File: src/rtl/adder2_stream_ctrl.sv
// Valid/ready operand stage (S1) and result stage (S2) wrapped around an external
// combinational 8-bit adder, with an accumulate path that feeds the last result back as operand A.
module adder2_stream_ctrl #(
    parameter int CNT_W = 16
) (
    input  logic             wb_clk_i,
    input  logic             wb_rst_i,
    input  logic             in_valid,
    output logic             in_ready,
    input  logic [7:0]       in_a,
    input  logic [7:0]       in_b,
    input  logic             in_acc,
    input  logic             acc_clr,
    output logic [7:0]       add_a,
    output logic [7:0]       add_b,
    input  logic [7:0]       add_sum,
    output logic             out_valid,
    input  logic             out_ready,
    output logic [7:0]       out_sum,
    output logic             out_carry,
    output logic [7:0]       acc_q,
    output logic [CNT_W-1:0] op_count
);

    logic       s1_valid;
    logic       s2_valid;
    logic [7:0] s1_a;
    logic [7:0] s1_b;
    logic       s1_acc;
    logic       out_fire;
    logic       s2_free;
    logic       s1_adv;
    logic       in_fire;

    // S1 may refill in the same cycle it hands its op to S2.
    always_comb begin
        out_fire = s2_valid & out_ready;
        s2_free  = !s2_valid | out_fire;
        s1_adv   = s1_valid & s2_free;
        in_ready = !s1_valid | s1_adv;
        in_fire  = in_valid & in_ready;
    end

    // acc_q is only read at an op's own advance, so earlier ops have already updated it.
    assign add_a     = s1_acc ? acc_q : s1_a;
    assign add_b     = s1_b;
    assign out_valid = s2_valid;

    always_ff @(posedge wb_clk_i) begin
        if (wb_rst_i) begin
            s1_valid <= 1'b0;
            s1_a     <= 8'h00;
            s1_b     <= 8'h00;
            s1_acc   <= 1'b0;
        end else if (in_fire) begin
            s1_valid <= 1'b1;
            s1_a     <= in_a;
            s1_b     <= in_b;
            s1_acc   <= in_acc;
        end else if (s1_adv) begin
            s1_valid <= 1'b0;
        end
    end

    always_ff @(posedge wb_clk_i) begin
        if (wb_rst_i) begin
            s2_valid  <= 1'b0;
            out_sum   <= 8'h00;
            out_carry <= 1'b0;
        end else if (s1_adv) begin
            s2_valid  <= 1'b1;
            out_sum   <= add_sum;
            out_carry <= (add_sum < add_a);
        end else if (out_fire) begin
            s2_valid  <= 1'b0;
        end
    end

    // A clear wins over the update from an op advancing in the same cycle.
    always_ff @(posedge wb_clk_i) begin
        if (wb_rst_i) begin
            acc_q <= 8'h00;
        end else if (acc_clr) begin
            acc_q <= 8'h00;
        end else if (s1_adv) begin
            acc_q <= add_sum;
        end
    end

    always_ff @(posedge wb_clk_i) begin
        if (wb_rst_i) begin
            op_count <= '0;
        end else if (out_fire) begin
            op_count <= op_count + CNT_W'(1);
        end
    end

endmodule

File: config.mk
export PLATFORM = sky130hd
export DESIGN_NAME = adder2_stream_ctrl
export DESIGN_NICKNAME = d
export VERILOG_FILES = /design/src/rtl/adder2_stream_ctrl.sv
export SDC_FILE = /design/constraint.sdc
export NUM_CORES = 1
export LEC_CHECK = 0
export BUFFER_PORTS_ARGS = -buffer_cell sky130_fd_sc_hd__buf_4
export CAP_MARGIN = 15
export CORE_MARGIN = 2
export CORE_UTILIZATION = 48
export CTS_BUF_LIST = sky130_fd_sc_hd__clkbuf_4 sky130_fd_sc_hd__clkbuf_8 sky130_fd_sc_hd__clkbuf_16
export CTS_CLUSTER_DIAMETER = 120
export CTS_CLUSTER_SIZE = 28
export DETAILED_ROUTE_END_ITERATION = 16
export PLACE_DENSITY = 0.86
export SLEW_MARGIN = 20
export SYNTH_ARGS = -nofsm -noshare
export SYNTH_HDL_FRONTEND = slang
export SYNTH_SLANG_ARGS = --single-unit
File: constraint.sdc
create_clock -name wb_clk_i -period 2.1 [get_ports wb_clk_i]
set_input_delay 0.105 -clock wb_clk_i [delete_from_list [all_inputs] [get_ports wb_clk_i]]
set_output_delay 0.105 -clock wb_clk_i [all_outputs]
set_load 0.02 [all_outputs]
==> metrics.txt <==
status finished clean; clock share of power 35.9%; Worst path slowest cell dfxtp_1; reg2reg setup slack 0.19 ns; vias after detailed routing 2053; Row Count 24; final hold violation count 0; initial core utilization 50.0%; IO buf count 80; Lkg Pwr 1.32 nW; CTS tree yes; layout cells sized above 1 28.2%; setup tns final 0 ns; Final Slew Violations 0; clk_lat worst skew 0.30 ns; Hold WC Path Type primary input to flop; Die Footprint 0.00512 mm²; crit start category flop; synthesized area 0.00219 mm²; CP arrival 2.11 ns; Die Y 71.6 µm; power per cell area 694 mW/mm²; Syn Area/Cell 8.24 µm²; setup bufs post-CTS 0; Iter 0 DRT Violations 106; dpl hpwl 3950 µm; RSZ-0062 raised after global routing false; synth unique cells 32; R2R Path Start s1_acc; vias in the first global route 1969; CTS buffer count 5; R2R depth 6; switching power 0.000495 W; min-delay src in_a[5]; Core Box Area 0.00438 mm²; max frequency 0.524 GHz; Critical Path Max Stage Delay 0.62 ns; Mapped Cells 266; setup violators final 0; Max Cap Viol 0; initial antenna violation count 0; final wirelength 5330 µm; synth warn 0; Post-Syn Nets 304; Max Root-Sink Buffers 2; H-tree depth 2; fin util 67.7%; n_diodes 0; combinational power share 13.3%; cts hold-fix bufs 0; largest net degree at the start of global routing 50; WP data required 2.30 ns; Worst slew margin 58.6%; flop and latch count out of synthesis 52; Routed WL per cell 13.3 µm; Synth-to-Final Area Change 35.4%; Sink Count 52; cts repair resizes 0; share of power burned in registers 50.8%; vias per cell 5.15; Crit Path Category flop to flop; r2r endpoint out_carry; hold depth 3; register area share after synthesis 47.5%; cell internal power dissipation 0.00156 W; Clock Skew 0.00900 ns; period utilisation layout 90.8%; Reg clk slew, reported paths 0.10 ns; Total GRT Usage 21.6%; first-pass GRT wire length 8760 µm; Worst Hold Endpoint s1_a[5]; Die Width 71.6 µm; Critical Path Sink Type flop; sw frac 24.1%; Fillers 388; ANT nets after route 0; GR Overflow Total 0; clock root cell clkbuf_8; post-layout min period 1.91 ns; TritonRoute pass-1 iters 4; Max FO, Critical Path 9; GPL Wtd Cong 0.828; Slew @ Worst Pin 0.621 ns; Worst IR Drop VDD 447 µV; Remaining DRCs 0; I/O pin cnt 81; CP Cell Sequence mux2i_1 -> ha_1 -> nand2_1 -> o21ai_0 -> nor3_1 -> a211o_1; Final #Nets 384
-- per-stage QoR --
stage	cells	hold WS, ns	total power, W	worst slack, ns	instance area (µm²)
floorplan	266	0.241	0.00121	0.298	2190
CTS	399	0.0322	0.00207	0.183	2970
global placement	391	0.352	0.00134	0.296	2840
finish	399	0.0352	0.00206	0.193	2970
global route	399	0.0341	0.00214	0.0613	2970
detailed placement	391	0.363	0.00134	0.191	2840
-- flip-flops by register name, indices dropped and copies added, names as in the netlist --
| signal | flops |
|---|---|
| op_count | 16 |
| acc_q | 8 |
| add_b | 8 |
| out_sum | 8 |
| s1_a | 8 |
| out_carry | 1 |
| out_valid | 1 |
| s1_acc | 1 |
| s1_valid | 1 |
-- worst max-delay path, delay by kind of cell (launching register included) --
kind            cells  cell delay (ns)
compound gates      2             0.54
fa+ha+maj           1             0.33
flops               1             0.62
mux                 1             0.18
simple gates        2             0.15
-- layout by cell type, fill, tap and decap left out, types with 3 or more instances in the layout --
master / instances
nand3_1: 5
nand4_1: 3
nand2_1: 67
nor2_1: 15
a21oi_1: 45
clkbuf_8: 7
ha_1: 8
or3_1: 4
xnor2_1: 5
nor3_1: 5
buf_4: 83
mux2i_1: 7
xor2_1: 4
inv_1: 13
dfxtp_1: 52
o21ai_0: 5
-- metal layers --
metal | share of wire [%] | global-route usage, %
met5 | 0 | 0
met4 | 1.3 | 6.29
met3 | 6.2 | 5.34
met2 | 51 | 38.8
met1 | 42 | 25.4
-- worst max path at each step --
stage / startpoint / end / slack, ns / depth (start not counted)
after detailed placement: s1_acc / out_carry / 0.19 / 6
after CTS: s1_acc / out_carry / 0.18 / 6
after global routing: s1_acc / out_carry / 0.06 / 6
after global placement: s1_acc / out_carry / 0.30 / 6
after floorplan: op_count[0] / op_count[14] / 0.30 / 5
final: s1_acc / out_carry / 0.19 / 6
-- power groups by stage --
stage / registers [W] / clock network (W) / logic (W)
after global placement: 0.00107 / 0 / 0.000269
final: 0.00105 / 0.000740 / 0.000274
after detailed placement: 0.00107 / 0 / 0.000275
after CTS: 0.00105 / 0.000752 / 0.000276
after global routing: 0.00105 / 0.000791 / 0.000302
after floorplan: 0.00109 / 0 / 0.000123
-- synth_stat cells --
cell type / count / area share (%)
xor2_1: 4 / 1.6
or4_4: 1 / 0.51
xnor2_1: 5 / 2.0
nand3_1: 5 / 1.1
a211oi_1: 1 / 0.34
nand4_1: 3 / 0.86
o21ai_0: 5 / 1.1
or2_2: 1 / 0.29
nor2_1: 15 / 2.6
or3_1: 4 / 1.1
nand2b_1: 2 / 0.57
and4_1: 1 / 0.40
nor3_1: 5 / 1.1
a21oi_1: 45 / 10
buf_1: 4 / 0.69
buf_2: 1 / 0.23
ha_1: 8 / 4.6
dfxtp_1: 52 / 48
mux2i_1: 7 / 3.2
nor2b_1: 2 / 0.57
nor4_2: 1 / 0.57
nor3b_1: 1 / 0.34
a31o_2: 1 / 0.40
nand2_1: 67 / 11
a211o_1: 1 / 0.40
inv_1: 13 / 2.2
o211ai_1: 1 / 0.34
nand3b_1: 1 / 0.34
nor4_1: 1 / 0.29
mux2_2: 2 / 1.0
clkbuf_1: 5 / 0.86
nand4_4: 1 / 0.97
-- final cells by class --
class | count | area [µm²] | area share [%]
tap | 52 | 65.1 | 2.19
sequential | 52 | 1040 | 35.1
multi-input combinational | 191 | 1060 | 35.8
clock inverter | 1 | 30.0 | 1.01
clock buffer | 7 | 96.3 | 3.25
timing repair buffer | 83 | 623 | 21.0
inverter | 13 | 48.8 | 1.64
-- logic make-up after synthesis --
family / Yosys count / synth area share (%)
AO/OA/AOI/OAI: 54 / 12.9
XOR/XNOR: 9 / 3.60
multiplexers: 9 / 4.23
adder cells (fa/ha/maj): 8 / 4.57
flip-flops: 52 / 47.5
AND/OR/NAND/NOR: 111 / 23.2
buffers and inverters: 23 / 4.00
Power figures use the tool's default switching activity.
